<file path="config.mk">
export PLATFORM = sky130hd
export DESIGN_NAME = sram_like_axi_bridge
export DESIGN_NICKNAME = d
export VERILOG_FILES = /design/src/rtl/bridge_pkg.sv /design/src/rtl/axi_wstrb_gen.sv /design/src/rtl/sram_like_axi_bridge.sv
export SDC_FILE = /design/constraint.sdc
export NUM_CORES = 1
export LEC_CHECK = 0
export ABC_AREA = 1
export CORE_AREA = 5 5 132 134
export DETAILED_ROUTE_END_ITERATION = 6
export DIE_AREA = 0 0 137 139
export HOLD_SLACK_MARGIN = 0.03
export PLACE_DENSITY_LB_ADDON = 0.05
export SYNTH_ARGS = -nofsm -noshare
export SYNTH_HDL_FRONTEND = slang
export SYNTH_HIERARCHICAL = 1
export SYNTH_SLANG_ARGS = --single-unit
</file>
<file path="constraint.sdc">
create_clock -name clk -period 2.6 [get_ports clk]
set_clock_uncertainty 0.15 [all_clocks]
set_input_delay 0.65 -clock clk [delete_from_list [all_inputs] [get_ports clk]]
set_output_delay 0.65 -clock clk [all_outputs]
set_load 0.02 [all_outputs]
</file>
<file path="src/rtl/bridge_pkg.sv">
// Shared encodings for the sram-like to AXI bridge: FSM states, access sizes,
// port ownership and the fixed AXI burst fields tied off at the top level.
package bridge_pkg;

   localparam logic [2:0] ST_IDLE    = 3'd0;
   localparam logic [2:0] ST_RD_ADDR = 3'd1;
   localparam logic [2:0] ST_RD_DATA = 3'd2;
   localparam logic [2:0] ST_WR_REQ  = 3'd3;
   localparam logic [2:0] ST_WR_RESP = 3'd4;

   typedef enum logic [2:0] {
      IDLE    = ST_IDLE,
      RD_ADDR = ST_RD_ADDR,
      RD_DATA = ST_RD_DATA,
      WR_REQ  = ST_WR_REQ,
      WR_RESP = ST_WR_RESP
   } state_e;

   localparam logic [1:0] SIZE_BYTE = 2'd0;
   localparam logic [1:0] SIZE_HALF = 2'd1;
   localparam logic [1:0] SIZE_WORD = 2'd2;

   localparam logic OWNER_INST = 1'b0;
   localparam logic OWNER_DATA = 1'b1;

   localparam logic [3:0] AXI_ID_FIXED   = 4'd0;
   localparam logic [7:0] AXI_LEN_SINGLE = 8'd0;
   localparam logic [1:0] AXI_BURST_INCR = 2'b01;

endpackage

</file>
<file path="src/rtl/axi_wstrb_gen.sv">
// Byte-lane strobe generator for single-beat 32-bit writes.
// Size 3 is not a legal access and falls through to a full word.
module axi_wstrb_gen
   import bridge_pkg::*;
(
   input  logic [1:0] size,
   input  logic [1:0] addr_lo,
   output logic [3:0] wstrb
);

   always_comb begin
      wstrb = 4'b1111;
      case (size)
         SIZE_BYTE: wstrb = 4'b0001 << addr_lo;
         SIZE_HALF: wstrb = 4'b0011 << {addr_lo[1], 1'b0};
         default:   wstrb = 4'b1111;
      endcase
   end

endmodule

</file>
<file path="src/rtl/sram_like_axi_bridge.sv">
// Merges the i-cache and d-cache sram-like ports onto one single-beat AXI4
// master with at most one outstanding transaction and fixed-priority grant.
module sram_like_axi_bridge
   import bridge_pkg::*;
#(
   parameter bit DATA_PRIORITY = 1'b1,
   parameter int ADDR_WIDTH    = 32
) (
   input  logic                  clk,
   input  logic                  rst,
   input  logic                  inst_req,
   input  logic                  inst_wr,
   input  logic [1:0]            inst_size,
   input  logic [ADDR_WIDTH-1:0] inst_addr,
   input  logic [31:0]           inst_wdata,
   output logic [31:0]           inst_rdata,
   output logic                  inst_addr_ok,
   output logic                  inst_data_ok,
   input  logic                  data_req,
   input  logic                  data_wr,
   input  logic [1:0]            data_size,
   input  logic [ADDR_WIDTH-1:0] data_addr,
   input  logic [31:0]           data_wdata,
   output logic [31:0]           data_rdata,
   output logic                  data_addr_ok,
   output logic                  data_data_ok,
   output logic [ADDR_WIDTH-1:0] araddr,
   output logic [2:0]            arsize,
   output logic                  arvalid,
   input  logic                  arready,
   input  logic [31:0]           rdata,
   input  logic                  rvalid,
   output logic                  rready,
   output logic [ADDR_WIDTH-1:0] awaddr,
   output logic [2:0]            awsize,
   output logic                  awvalid,
   input  logic                  awready,
   output logic [31:0]           wdata,
   output logic [3:0]            wstrb,
   output logic                  wvalid,
   input  logic                  wready,
   input  logic                  bvalid,
   output logic                  bready
);

   state_e                state_q, state_d;
   logic                  owner_q, owner_d;
   logic                  wr_q, wr_d;
   logic [1:0]            size_q, size_d;
   logic [ADDR_WIDTH-1:0] addr_q, addr_d;
   logic [31:0]           wdata_q, wdata_d;
   logic                  aw_done_q, aw_done_d;
   logic                  w_done_q, w_done_d;
   logic                  grant_inst, grant_data, done_ok;

   always_comb begin
      state_d    = state_q;
      owner_d    = owner_q;
      wr_d       = wr_q;
      size_d     = size_q;
      addr_d     = addr_q;
      wdata_d    = wdata_q;
      aw_done_d  = aw_done_q;
      w_done_d   = w_done_q;
      grant_inst = 1'b0;
      grant_data = 1'b0;
      done_ok    = 1'b0;
      case (state_q)
         IDLE: begin
            if (data_req && (!inst_req || DATA_PRIORITY)) begin
               grant_data = 1'b1;
               owner_d    = OWNER_DATA;
               wr_d       = data_wr;
               size_d     = data_size;
               addr_d     = data_addr;
               wdata_d    = data_wdata;
               state_d    = data_wr ? WR_REQ : RD_ADDR;
            end else if (inst_req) begin
               grant_inst = 1'b1;
               owner_d    = OWNER_INST;
               wr_d       = inst_wr;
               size_d     = inst_size;
               addr_d     = inst_addr;
               wdata_d    = inst_wdata;
               state_d    = inst_wr ? WR_REQ : RD_ADDR;
            end
         end
         RD_ADDR: if (arvalid && arready) state_d = RD_DATA;
         RD_DATA: begin
            if (rvalid) begin
               done_ok = 1'b1;
               state_d = IDLE;
            end
         end
         WR_REQ: begin
            // AW and W complete in any order; a same-cycle pair finishes at once
            aw_done_d = aw_done_q | (awvalid & awready);
            w_done_d  = w_done_q | (wvalid & wready);
            if (aw_done_d && w_done_d) begin
               aw_done_d = 1'b0;
               w_done_d  = 1'b0;
               state_d   = WR_RESP;
            end
         end
         WR_RESP: begin
            if (bvalid) begin
               done_ok = 1'b1;
               state_d = IDLE;
            end
         end
         default: state_d = IDLE;
      endcase
   end

   always_ff @(posedge clk) begin
      if (rst) begin
         state_q   <= IDLE;
         owner_q   <= 1'b0;
         wr_q      <= 1'b0;
         size_q    <= 2'd0;
         addr_q    <= '0;
         wdata_q   <= 32'd0;
         aw_done_q <= 1'b0;
         w_done_q  <= 1'b0;
      end else begin
         state_q   <= state_d;
         owner_q   <= owner_d;
         wr_q      <= wr_d;
         size_q    <= size_d;
         addr_q    <= addr_d;
         wdata_q   <= wdata_d;
         aw_done_q <= aw_done_d;
         w_done_q  <= w_done_d;
      end
   end

   // Handshake outputs are masked during reset since the grant is discarded
   assign inst_addr_ok = grant_inst & ~rst;
   assign data_addr_ok = grant_data & ~rst;
   assign inst_data_ok = done_ok & ~rst & (owner_q == OWNER_INST);
   assign data_data_ok = done_ok & ~rst & (owner_q == OWNER_DATA);
   assign inst_rdata   = rdata;
   assign data_rdata   = rdata;

   assign araddr  = addr_q;
   assign arsize  = {1'b0, size_q};
   assign arvalid = (state_q == RD_ADDR) & ~wr_q;
   assign rready  = (state_q == RD_DATA);
   assign awaddr  = addr_q;
   assign awsize  = {1'b0, size_q};
   assign awvalid = (state_q == WR_REQ) & wr_q & ~aw_done_q;
   assign wvalid  = (state_q == WR_REQ) & wr_q & ~w_done_q;
   assign wdata   = wdata_q;
   assign bready  = (state_q == WR_RESP);

   axi_wstrb_gen u_wstrb (
      .size    (size_q),
      .addr_lo (addr_q[1:0]),
      .wstrb   (wstrb)
   );

endmodule

</file>
==> results.md, run 1 <==
* Number of design rule violations left after detail routing at 0
* Nature of the critical path startpoint: primary input
* Number of optimization iterations in the first detailed-route pass at 6
* Count of endpoints failing setup in the final report at 0
* Effective utilization at floorplan at 25.6%
* Category of the most critical setup path: in -> out
* Least setup slack across all paths after layout at 127 ps
* CP Data Arrival Time at 1670 ps
* Setup slack of the most critical reg-to-reg path at 790 ps
* Sequential power share at 27.1%
* Static power due to leakage at 2.66 nW
* Number of CTS-inserted buffers at 9
* Mean Syn Cell Area at 8.44 um2
* Global Route Usage Sum at 15.1%
* Wire length reported by the detailed router at 15100 um
* Vias per cell at 4.29
* Clock edge transition at the registers on the reported setup and hold paths at 60 ps
* Total via count in the routed design at 3702
* Pin count of the biggest net entering global routing at 69
* Max H-tree Level at 3
* Nets@finish at 813
* Final hold violations at 0
* Maxcap violations at 0
* Synth Instances at 490
* Slew Viols, Final at 0
* Yosys top cell by area: sky130_fd_sc_hd__dfxtp_1
* Hold crit path type: reg -> reg
* Die Wd at 137 um
* Relative slew margins at 54.0%
* Pint at 4.02 mW
* Buffer levels on the longest clock path at 2
* Data required time at the worst endpoint at 1800 ps
* Min Clock Period, post-route at 2470 ps
* Portion of synthesized cell area occupied by the leading cell type at 35.4%
* Number of sinks handled by clock tree synthesis at 73
* Worst-case hold path end point: owner_q
* Hold Path Stages at 2
* CP Capture Type: output pin
* Combinational Power Share at 50.4%
* Maximum net fanout on the critical path at 2
* Wire length of the first global-routing pass at 22100 um
* Final Total Pwr at 6.56 mW
* Maximum resistive drop on vdd at 0.409 mV
* Area of the placeable core at 0.0162 mm2
* Half-perimeter wire length after detailed placement at 11900 um
* Endpoint of the lowest-slack register-to-register path: wdata[21]
* Post-CTS repair timing setup buffer count at 0
* Total inserted antenna cells at 0
* CTS tree: done
* Number of hold buffers added after CTS at 0
* 1st-iter DRT viols at 91
* Routability Congestion at 0.767
* Routed length per instance at 17.5 um
* Overall die height at 139 um
* Share of total power in the clock network at 22.6%
* Sw power at 2.54 mW
* Number of placement rows at 47
* Startpoint of the tightest hold check path: owner_q
* Cell area after synthesis at 0.00413 mm2
* P per Cell Area at 1010 mW/mm2
* Launch point of the worst reg-to-reg path: state_q[2]
* Buffers added on ports at 255
* Ports at 354
* Antenna violations before repair at 0
* Leading post-synthesis cells by cell area: sky130_fd_sc_hd__dfxtp_1 (35%), sky130_fd_sc_hd__buf_4 (20%), sky130_fd_sc_hd__mux2i_1 (16%), sky130_fd_sc_hd__o21ai_0 (8.2%), sky130_fd_sc_hd__a21oi_1 (8.1%)
* Sw Ratio at 38.7%
* Vias in the first global route at 3735
* Ys Warns at 6
* Number of filler cells placed in the layout at 1607
* Worst slew pin tran at 690 ps
* Fraction of layout instances using a drive strength above 1 at 7.47%
* R2r worst-path depth at 8
* Area of the die at 0.0190 mm2
* Part of the Yosys area used for sequential elements at 35.4%
* Clock Root Buffer: sky130_fd_sc_hd__clkbuf_16
* Congestion Overflow GR at 0
* Max Clock Freq at 404 MHz
* Outcome: finished clean
* Worst-case setup slack after placement at -330 ps
* Yosys cell types at 23
* Routed Antenna Nets at 0
* Register bit count reported by yosys at 73
* Clock Latency Late Sink at 330 ps
* Final critical-path share of the clock period at 95.1%
* Area grow syn2layout at 57.4%
* Unrepaired setup endpoints after global routing: no
[per-layer routing]
layer	GRT usage [%]	routed length, um
met2	27.4	7780
met4	6.30	460
met3	6.28	1700
met1	15.0	5170
met5	0	0
[registers in the layout, summed over array words and instances (netlist names)]
signal and cells:
araddr 32, size_q 2, owner_q 1, w_done_q 1
wdata 32, aw_done_q 1, state_q 3, wr_q 1
[layout make-up]
| class | instances | area (um2) | area share (%) |
|---|---|---|---|
| multi-input combinational | 264 | 1670 | 25.6 |
| clock inverter | 4 | 98.8 | 1.52 |
| tap | 220 | 275 | 4.23 |
| clock buffer | 12 | 256 | 3.94 |
| timing repair buffer | 266 | 2650 | 40.8 |
| inverter | 24 | 90.1 | 1.38 |
| sequential | 73 | 1460 | 22.5 |
[critical path, cell delays in order]
cell and delay [ps]:
sky130_fd_sc_hd__clkdlybuf4s50_1 460, sky130_fd_sc_hd__inv_1 50, sky130_fd_sc_hd__o22ai_1 160, sky130_fd_sc_hd__nand2_1 90, sky130_fd_sc_hd__nor2_1 90, sky130_fd_sc_hd__buf_2 170
[synthesized netlist by cell type]
library cell,number
sky130_fd_sc_hd__buf_4,108
sky130_fd_sc_hd__dfxtp_1,73
sky130_fd_sc_hd__o21ai_0,68
sky130_fd_sc_hd__a21oi_1,67
sky130_fd_sc_hd__mux2i_1,66
sky130_fd_sc_hd__inv_1,22
sky130_fd_sc_hd__nand2_1,21
sky130_fd_sc_hd__nor2_1,14
sky130_fd_sc_hd__buf_2,13
sky130_fd_sc_hd__clkbuf_1,7
sky130_fd_sc_hd__nand3_1,7
sky130_fd_sc_hd__a21oi_2,5
sky130_fd_sc_hd__o21ai_2,4
sky130_fd_sc_hd__buf_6,2
sky130_fd_sc_hd__inv_2,2
sky130_fd_sc_hd__nor2_4,2
sky130_fd_sc_hd__nor3_1,2
sky130_fd_sc_hd__o211ai_1,2
sky130_fd_sc_hd__conb_1,1
sky130_fd_sc_hd__nand2_2,1
sky130_fd_sc_hd__nor2_2,1
sky130_fd_sc_hd__nor4_1,1
sky130_fd_sc_hd__o22ai_1,1
[what timing repair did]
item / CTS / global route
setup endpoints to repair: 6 / 4
resized for setup: 11 / 6
cloned: 0 / 0
[power by group through the flow]
stage / Clock [mW] / Sequential (mW) / Combinational, mW
after floorplan: 0 / 2.16 / 1.69
after global placement: 0 / 1.79 / 3.36
after detailed placement: 0 / 1.80 / 3.36
after CTS: 1.53 / 1.78 / 3.37
after global routing: 1.57 / 1.84 / 3.57
final: 1.48 / 1.78 / 3.30
[through the flow]
| step | util [%] | cells | hold slack (ps) | setup TNS (ps) | area [um2] |
|---|---|---|---|---|---|
| floorplan | - | 491 | 302 | 0 | 4140 |
| global placement | 38.1 | 847 | 323 | -1020 | 6160 |
| detailed placement | 38.1 | 847 | 332 | -1360 | 6160 |
| CTS | 40.3 | 863 | 343 | 0 | 6520 |
| global route | 40.2 | 863 | 373 | 0 | 6500 |
| finish | 40.2 | 863 | 348 | 0 | 6500 |
[cells in the final DEF, fill, tap and decap left out, types with 2 or more instances in the layout]
cell,count
sky130_fd_sc_hd__a21oi_1,67
sky130_fd_sc_hd__buf_12,3
sky130_fd_sc_hd__nor2_1,14
sky130_fd_sc_hd__nand3_1,7
sky130_fd_sc_hd__buf_4,9
sky130_fd_sc_hd__dfxtp_1,72
sky130_fd_sc_hd__o21ai_0,68
sky130_fd_sc_hd__inv_1,21
sky130_fd_sc_hd__bufinv_16,3
sky130_fd_sc_hd__nand2_1,21
sky130_fd_sc_hd__clkbuf_8,2
sky130_fd_sc_hd__a21oi_2,5
sky130_fd_sc_hd__mux2i_1,66
sky130_fd_sc_hd__clkdlybuf4s50_1,247
sky130_fd_sc_hd__dlygate4sd2_1,3
sky130_fd_sc_hd__o211ai_1,2
sky130_fd_sc_hd__buf_2,2
sky130_fd_sc_hd__nor3_1,2
sky130_fd_sc_hd__conb_1,2
sky130_fd_sc_hd__o21ai_2,4
sky130_fd_sc_hd__inv_2,3
sky130_fd_sc_hd__nor2_4,2
sky130_fd_sc_hd__clkbuf_16,9
[how the worst max path moves through the flow]
stage,slack (ps),endpoint,cells past startpoint,startpoint
2_1_floorplan,80,data_data_ok,6,rst
3_3_place_gp,-320,data_data_ok,6,bvalid
3_5_place_dp,-330,inst_data_ok,6,bvalid
4_1_cts,0.04,inst_addr_ok,4,inst_req
5_1_grt,10,rready,5,state_q[1]
6_report,130,inst_data_ok,6,bvalid
[cells by family after synthesis]
group,Yosys count,synth area share (%)
mux,66,16.0
compound gates,147,18.8
other cells,1,0.0907
flops,73,35.4
buf+inv,154,24.5
simple gates,49,5.27
Note: power is estimated with default switching activity, not from simulation.
==> run 2: changes to the inputs <==
--- a/config.mk
+++ b/config.mk
@@ -11,6 +11,7 @@
 export DIE_AREA = 0 0 137 139
 export HOLD_SLACK_MARGIN = 0.03
 export PLACE_DENSITY_LB_ADDON = 0.05
+export SKIP_CTS_REPAIR_TIMING = 1
 export SYNTH_ARGS = -nofsm -noshare
 export SYNTH_HDL_FRONTEND = slang
 export SYNTH_HIERARCHICAL = 1
==> run 2 against run 1 <==
Global-route usage hardly changed; final cell count is the same; non-clock buffer count stayed put; register-to-register slack is essentially flat; power is 0.11% higher; worst hold slack worse by 0.59 ps; clock-buffer cell count unchanged; combinational power about the same; critical path type unchanged; largest power group unchanged.
==> results.md, run 2 (synthesis gave the netlist of run 1 again) <==
* Vias in the first global route at 3736
* Routability Congestion at 0.767
* Fraction of layout instances using a drive strength above 1 at 7.31%
* Worst slew pin tran at 688 ps
* Maximum resistive drop on vdd at 0.410 mV
* Routed Antenna Nets at 0
* Sequential power share at 27.1%
* Most common cell after layout, fill and taps aside: sky130_fd_sc_hd__clkdlybuf4s50_1
* Count of endpoints failing setup in the final report at 0
* Vias per cell at 4.29
* Min Clock Period, post-route at 2490 ps
* Clock edge transition at the registers on the reported setup and hold paths at 60 ps
* Wire length reported by the detailed router at 15100 um
* Number of sinks handled by clock tree synthesis at 73
* CP Capture Type: output pin
* Finished layout cell area at 0.00652 mm2
* Nature of the critical path startpoint: primary input
* Half-perimeter wire length after detailed placement at 11900 um
* Unrepaired setup endpoints after global routing: no
* Static power due to leakage at 2.72 nW
* Die Wd at 137 um
* Area after detailed placement at 0.00616 mm2
* Clock Latency Late Sink at 330 ps
* Sw power at 2.54 mW
* Buffers added on ports at 255
* Number of design rule violations left after detail routing at 0
* Overall die height at 139 um
* Worst-case setup slack after placement at -330 ps
* Number of CTS-inserted buffers at 9
* Nets@finish at 813
* P per Cell Area at 1010 mW/mm2
* Outcome: finished clean
* Total via count in the routed design at 3704
* Commonest cells after routing, fill and taps aside: sky130_fd_sc_hd__clkdlybuf4s50_1 (247), sky130_fd_sc_hd__dfxtp_1 (72), sky130_fd_sc_hd__o21ai_0 (68), sky130_fd_sc_hd__a21oi_1 (67), sky130_fd_sc_hd__mux2i_1 (66)
* CP peak stage delay at 480 ps
* Number of standard cells in the final layout excluding fillers at 863
* Pint at 4.03 mW
* Maxcap violations at 0
* Antenna violations before repair at 0
* CTS tree: done
* Combinational Power Share at 50.4%
* Max H-tree Level at 3
* Number of filler cells placed in the layout at 1603
* Area grow syn2layout at 57.8%
* Congestion Overflow GR at 0
* Crit-path slowest cell: sky130_fd_sc_hd__clkdlybuf4s50_1
* Final critical-path share of the clock period at 95.8%
* CP Data Arrival Time at 1690 ps
* Data required time at the worst endpoint at 1800 ps
* Pin count of the biggest net entering global routing at 69
* Effective utilization at floorplan at 25.6%
* Post-route core utilization at 40.3%
* Share of total power in the clock network at 22.6%
* Maximum net fanout on the critical path at 2
* Number of optimization iterations in the first detailed-route pass at 6
* Final hold violations at 0
* Total inserted antenna cells at 0
* Buffer levels on the longest clock path at 2
* Slew Viols, Final at 0
* Routed length per instance at 17.5 um
* Relative slew margins at 54.1%
* Sw Ratio at 38.7%
* Least setup slack across all paths after layout at 110 ps
* Area of the die at 0.0190 mm2
* Ports at 354
* Area of the placeable core at 0.0162 mm2
* Wire length of the first global-routing pass at 22100 um
* Cell total after placement at 847
* Global Route Usage Sum at 15.1%
* 1st-iter DRT viols at 91
* Hold crit path type: reg -> reg
* Worst hold slack across all endpoints at 348 ps
* Number of placement rows at 47
* Max Clock Freq at 402 MHz
* Clock Root Buffer: sky130_fd_sc_hd__clkbuf_16
* Critical path, cell by cell: clkdlybuf4s50_1, inv_1, nor4_2, dlymetal6s2s_1
* Category of the most critical setup path: in -> out
run 2: changes by cell type in the layout (fill, tap and decap cells not counted):
cell | before | now
sky130_fd_sc_hd__buf_2 | 2 | 0
sky130_fd_sc_hd__clkbuf_2 | 1 | 2
sky130_fd_sc_hd__dlygate4sd2_1 | 3 | 0
sky130_fd_sc_hd__dlymetal6s2s_1 | 1 | 5
run 2: cell type report:
type                       count  area (um2)  share of cell area [%]
tap                          220         275                    4.22
multi-input combinational    264        1670                    25.6
clock buffer                  12         256                    3.93
inverter                      24        90.1                    1.38
timing repair buffer         266        2670                    41.0
clock inverter                 4        98.8                    1.52
sequential                    73        1460                    22.4
run 2: final timing paths:
path / startpoint / endpoint / slack, ps / depth (start not counted)
hold reg to reg: owner_q / owner_q / 350 / 2
hold / removal: owner_q / owner_q / 350 / 2
setup reg to reg: state_q[2] / wdata[21] / 800 / 8
setup / recovery: inst_req / inst_addr_ok / 110 / 4
run 2: per-stage QoR:
stage                     power [mW]  setup TNS, ps
after floorplan                 3.86              0
after global placement          5.14          -1020
after detailed placement        5.15          -1360
after CTS                       6.69          -1300
after global routing            6.98              0
final                           6.57              0
run 2: power by group through the flow:
stage               Clock, mW  Combinational [mW]  Sequential, mW
finish                   1.48                3.31            1.78
global route             1.57                3.57            1.84
CTS                      1.53                3.37            1.78
detailed placement          0                3.36            1.80
global placement            0                3.36            1.79
floorplan                   0                1.69            2.16
run 2: critical path: cells and delay by family:
kind / cells / cell delay (ps)
buf+inv: 3 / 810
simple gates: 1 / 240
run 2: routing by layer:
metal	up-vias	part of all wire [%]	global-route usage [%]	routed length (um)
li1	1859	-	-	-
met1	1598	34	15.0	5160
met2	218	52	27.4	7790
met3	29	11	6.28	1700
met4	0	3.0	6.30	460
met5	-	0	0	0
==> run 3: changes to the inputs <==
--- a/config.mk
+++ b/config.mk
@@ -5,10 +5,9 @@
 export SDC_FILE = /design/constraint.sdc
 export NUM_CORES = 1
 export LEC_CHECK = 0
-export ABC_AREA = 1
-export CORE_AREA = 5 5 132 134
+export CORE_AREA = 5 5 135 137
 export DETAILED_ROUTE_END_ITERATION = 6
-export DIE_AREA = 0 0 137 139
+export DIE_AREA = 0 0 140 142
 export HOLD_SLACK_MARGIN = 0.03
 export PLACE_DENSITY_LB_ADDON = 0.05
 export SKIP_CTS_REPAIR_TIMING = 1
==> run 3 against run 2 <==
Core utilization fell by 0.37 points; non-clock buffer count grew 3; synthesized cell count down 3.9%; maximum frequency hardly changed; critical path depth unchanged; flip-flop and latch count unchanged; combinational power down 9.4%; critical path type is now reg -> out; highest routed layer unchanged.
==> results.md, run 3 <==
* Vias in the first global route at 4184
* Clock Latency Late Sink at 330 ps
* Category of the most critical setup path: reg -> out
* Fraction of layout instances using a drive strength above 1 at 11.5%
* Worst slew pin tran at 634 ps
* Sw Ratio at 39.3%
* Portion of netlist area occupied by mux cells at 15.1%
* Hold crit path type: reg -> reg
* Pin count of the biggest net entering global routing at 72
* Clock edge transition at the registers on the reported setup and hold paths at 60 ps
* Count of endpoints failing setup in the final report at 0
* Static power due to leakage at 2.66 nW
* Final Total Pwr at 5.86 mW
* Combinational Power Share at 51.2%
* 1st-iter DRT viols at 123
* Effective utilization at floorplan at 26.2%
* Wire length on met2 at 7490 um
* Nature of the critical path startpoint: flop
* CP Data Arrival Time at 1690 ps
* Relative slew margins at 57.8%
* Number of placement rows at 48
* Ports at 354
* Least setup slack across all paths after layout at 111 ps
* Most used flip-flop cell after synthesis: sky130_fd_sc_hd__dfxtp_1
* Async S/R FF share, synth at 0%
* Max Clock Freq at 402 MHz
* P per Cell Area at 865 mW/mm2
* Most common cell after layout, fill and taps aside: sky130_fd_sc_hd__clkdlybuf4s50_1
* Antenna violations before repair at 0
* Vias per cell at 4.63
* Most numerous cell types in the synthesized netlist: sky130_fd_sc_hd__buf_4 (101), sky130_fd_sc_hd__dfxtp_1 (73), sky130_fd_sc_hd__a21oi_1 (72), sky130_fd_sc_hd__mux2i_1 (67), sky130_fd_sc_hd__a211oi_1 (38)
* Final critical-path share of the clock period at 95.7%
* Overall die height at 142 um
* Number of design rule violations left after detail routing at 0
* Number of optimization iterations in the first detailed-route pass at 4
* Mean Syn Cell Area at 9.41 um2
* Portion of synthesized cell area occupied by the leading cell type at 33.0%
* Unrepaired setup endpoints after global routing: no
* Buffers added on ports at 255
* Maximum net fanout on the critical path at 9
* Number of sinks handled by clock tree synthesis at 73
* Cell total after placement at 824
* Routability Congestion at 0.782
* Routed Antenna Nets at 0
* Met1 Wirelength at 6550 um
* Share of total power in the clock network at 20.0%
* Sw power at 2.30 mW
* Leading post-synthesis cells by cell area: sky130_fd_sc_hd__dfxtp_1 (33%), sky130_fd_sc_hd__buf_4 (17%), sky130_fd_sc_hd__mux2i_1 (15%), sky130_fd_sc_hd__a211oi_2 (8.5%), sky130_fd_sc_hd__a21oi_1 (8.1%)
* Nets@finish at 785
* Sequential power share at 28.8%
* Count of flip-flops with a built-in enable after synthesis at 0
* Compound-gate portion of the synthesized area at 25.7%
* Area grow syn2layout at 52.7%
* Part of the Yosys area used for sequential elements at 33.0%
* Yosys cell types at 39
* Die Wd at 140 um
* Final hold violations at 0
* Max H-tree Level at 3
* Global Route Usage Sum at 15.2%
* Maxcap violations at 0
* Highest metal layer with signal wires: met4
* Area of the placeable core at 0.0169 mm2
* Outcome: finished clean
* Total inserted antenna cells at 0
* CP Capture Type: output pin
* Adder and majority cell fraction of the synthesized area at 0%
* Buffer levels on the longest clock path at 2
* Yosys top cell by area: sky130_fd_sc_hd__dfxtp_1
* Commonest cells after routing, fill and taps aside: sky130_fd_sc_hd__clkdlybuf4s50_1 (243), sky130_fd_sc_hd__a21oi_1 (72), sky130_fd_sc_hd__dfxtp_1 (71), sky130_fd_sc_hd__mux2i_1 (67), sky130_fd_sc_hd__a211oi_1 (38)
* Wire length reported by the detailed router at 15600 um
* Synthesized-area fraction occupied by xor and xnor cells at 0%
* Min Clock Period, post-route at 2490 ps
* CTS tree: done
* Number of standard cells in the final layout excluding fillers at 840
* Final-layout setup total negative slack at 0 ps
* Number of CTS-inserted buffers at 9
* Register bit count reported by yosys at 73
* Cell area after synthesis at 0.00443 mm2
* Congestion Overflow GR at 0
* Wire length of the first global-routing pass at 23900 um
* Maximum resistive drop on vdd at 0.375 mV
* Data required time at the worst endpoint at 1800 ps
* Area of the die at 0.0199 mm2
* Total via count in the routed design at 3891
* Worst-case setup slack after placement at -545 ps
* Synth Instances at 471
* WL met3 at 1190 um
* Slew Viols, Final at 0
* Pint at 3.55 mW
* Routed length per instance at 18.6 um
* Post-synthesis simple-gate area fraction at 4.12%
* Top-count cell post-synth: sky130_fd_sc_hd__buf_4
* Ys Warns at 6
* Half-perimeter wire length after detailed placement at 11400 um
* Clock Root Buffer: sky130_fd_sc_hd__clkbuf_16
* Worst hold slack across all endpoints at 350 ps
* Dominant combinational cell family by area after synthesis: compound AO/OA/AOI/OAI gates
==> run 3: worst paths after layout <==
path | startpoint | cells past startpoint | endpoint | slack [ps]
setup / recovery | state_q[2] | 4 | rready | 110
hold / removal | aw_done_q | 2 | aw_done_q | 350
setup reg to reg | state_q[2] | 6 | araddr[6] | 290
hold reg to reg | aw_done_q | 2 | aw_done_q | 350
==> run 3: cells by family after synthesis <==
kind of cell | count (synthesis)
flip-flops | 73
AND/OR/NAND/NOR | 28
buffers and inverters | 147
other | 1
AO/OA/AOI/OAI | 155
multiplexers | 67
==> run 3: critical path, stage by stage (launching register included) <==
cell and delay, ps:
sky130_fd_sc_hd__dfxtp_1 320, sky130_fd_sc_hd__buf_4 170, sky130_fd_sc_hd__nand2b_1 160, sky130_fd_sc_hd__nor2_1 80
sky130_fd_sc_hd__clkdlybuf4s50_1 620
==> run 3: layout make-up <==
cell class	instances	area (um2)
repair buffers	269	2710
flip-flops and latches	73	1460
clock inverters	3	15.0
inverters	5	18.8
clock buffers	13	260
multi-input cells	252	2020
well taps	225	282
fillers	1669	10200
==> run 3: per-layer routing <==
metal	vias to the layer above	GRT usage, %
met5	-	0
met2	169	25.3
met4	0	6.17
met1	1802	18.2
li1	1887	-
met3	33	4.70
==> run 3: power groups by stage <==
stage | combinational (mW) | sequential, mW | clock [mW]
floorplan | 1.63 | 1.98 | 0
finish | 3.00 | 1.69 | 1.17
global route | 3.21 | 1.74 | 1.26
global placement | 3.03 | 1.70 | 0
detailed placement | 3.03 | 1.70 | 0
CTS | 3.04 | 1.69 | 1.21
==> run 3: stage by stage <==
step | utilization (%) | instance area [um2]
finish | 40.0 | 6770
global route | 40.0 | 6770
detailed placement | 38.1 | 6460
floorplan | - | 4440
global placement | 38.1 | 6460
CTS | 39.8 | 6740
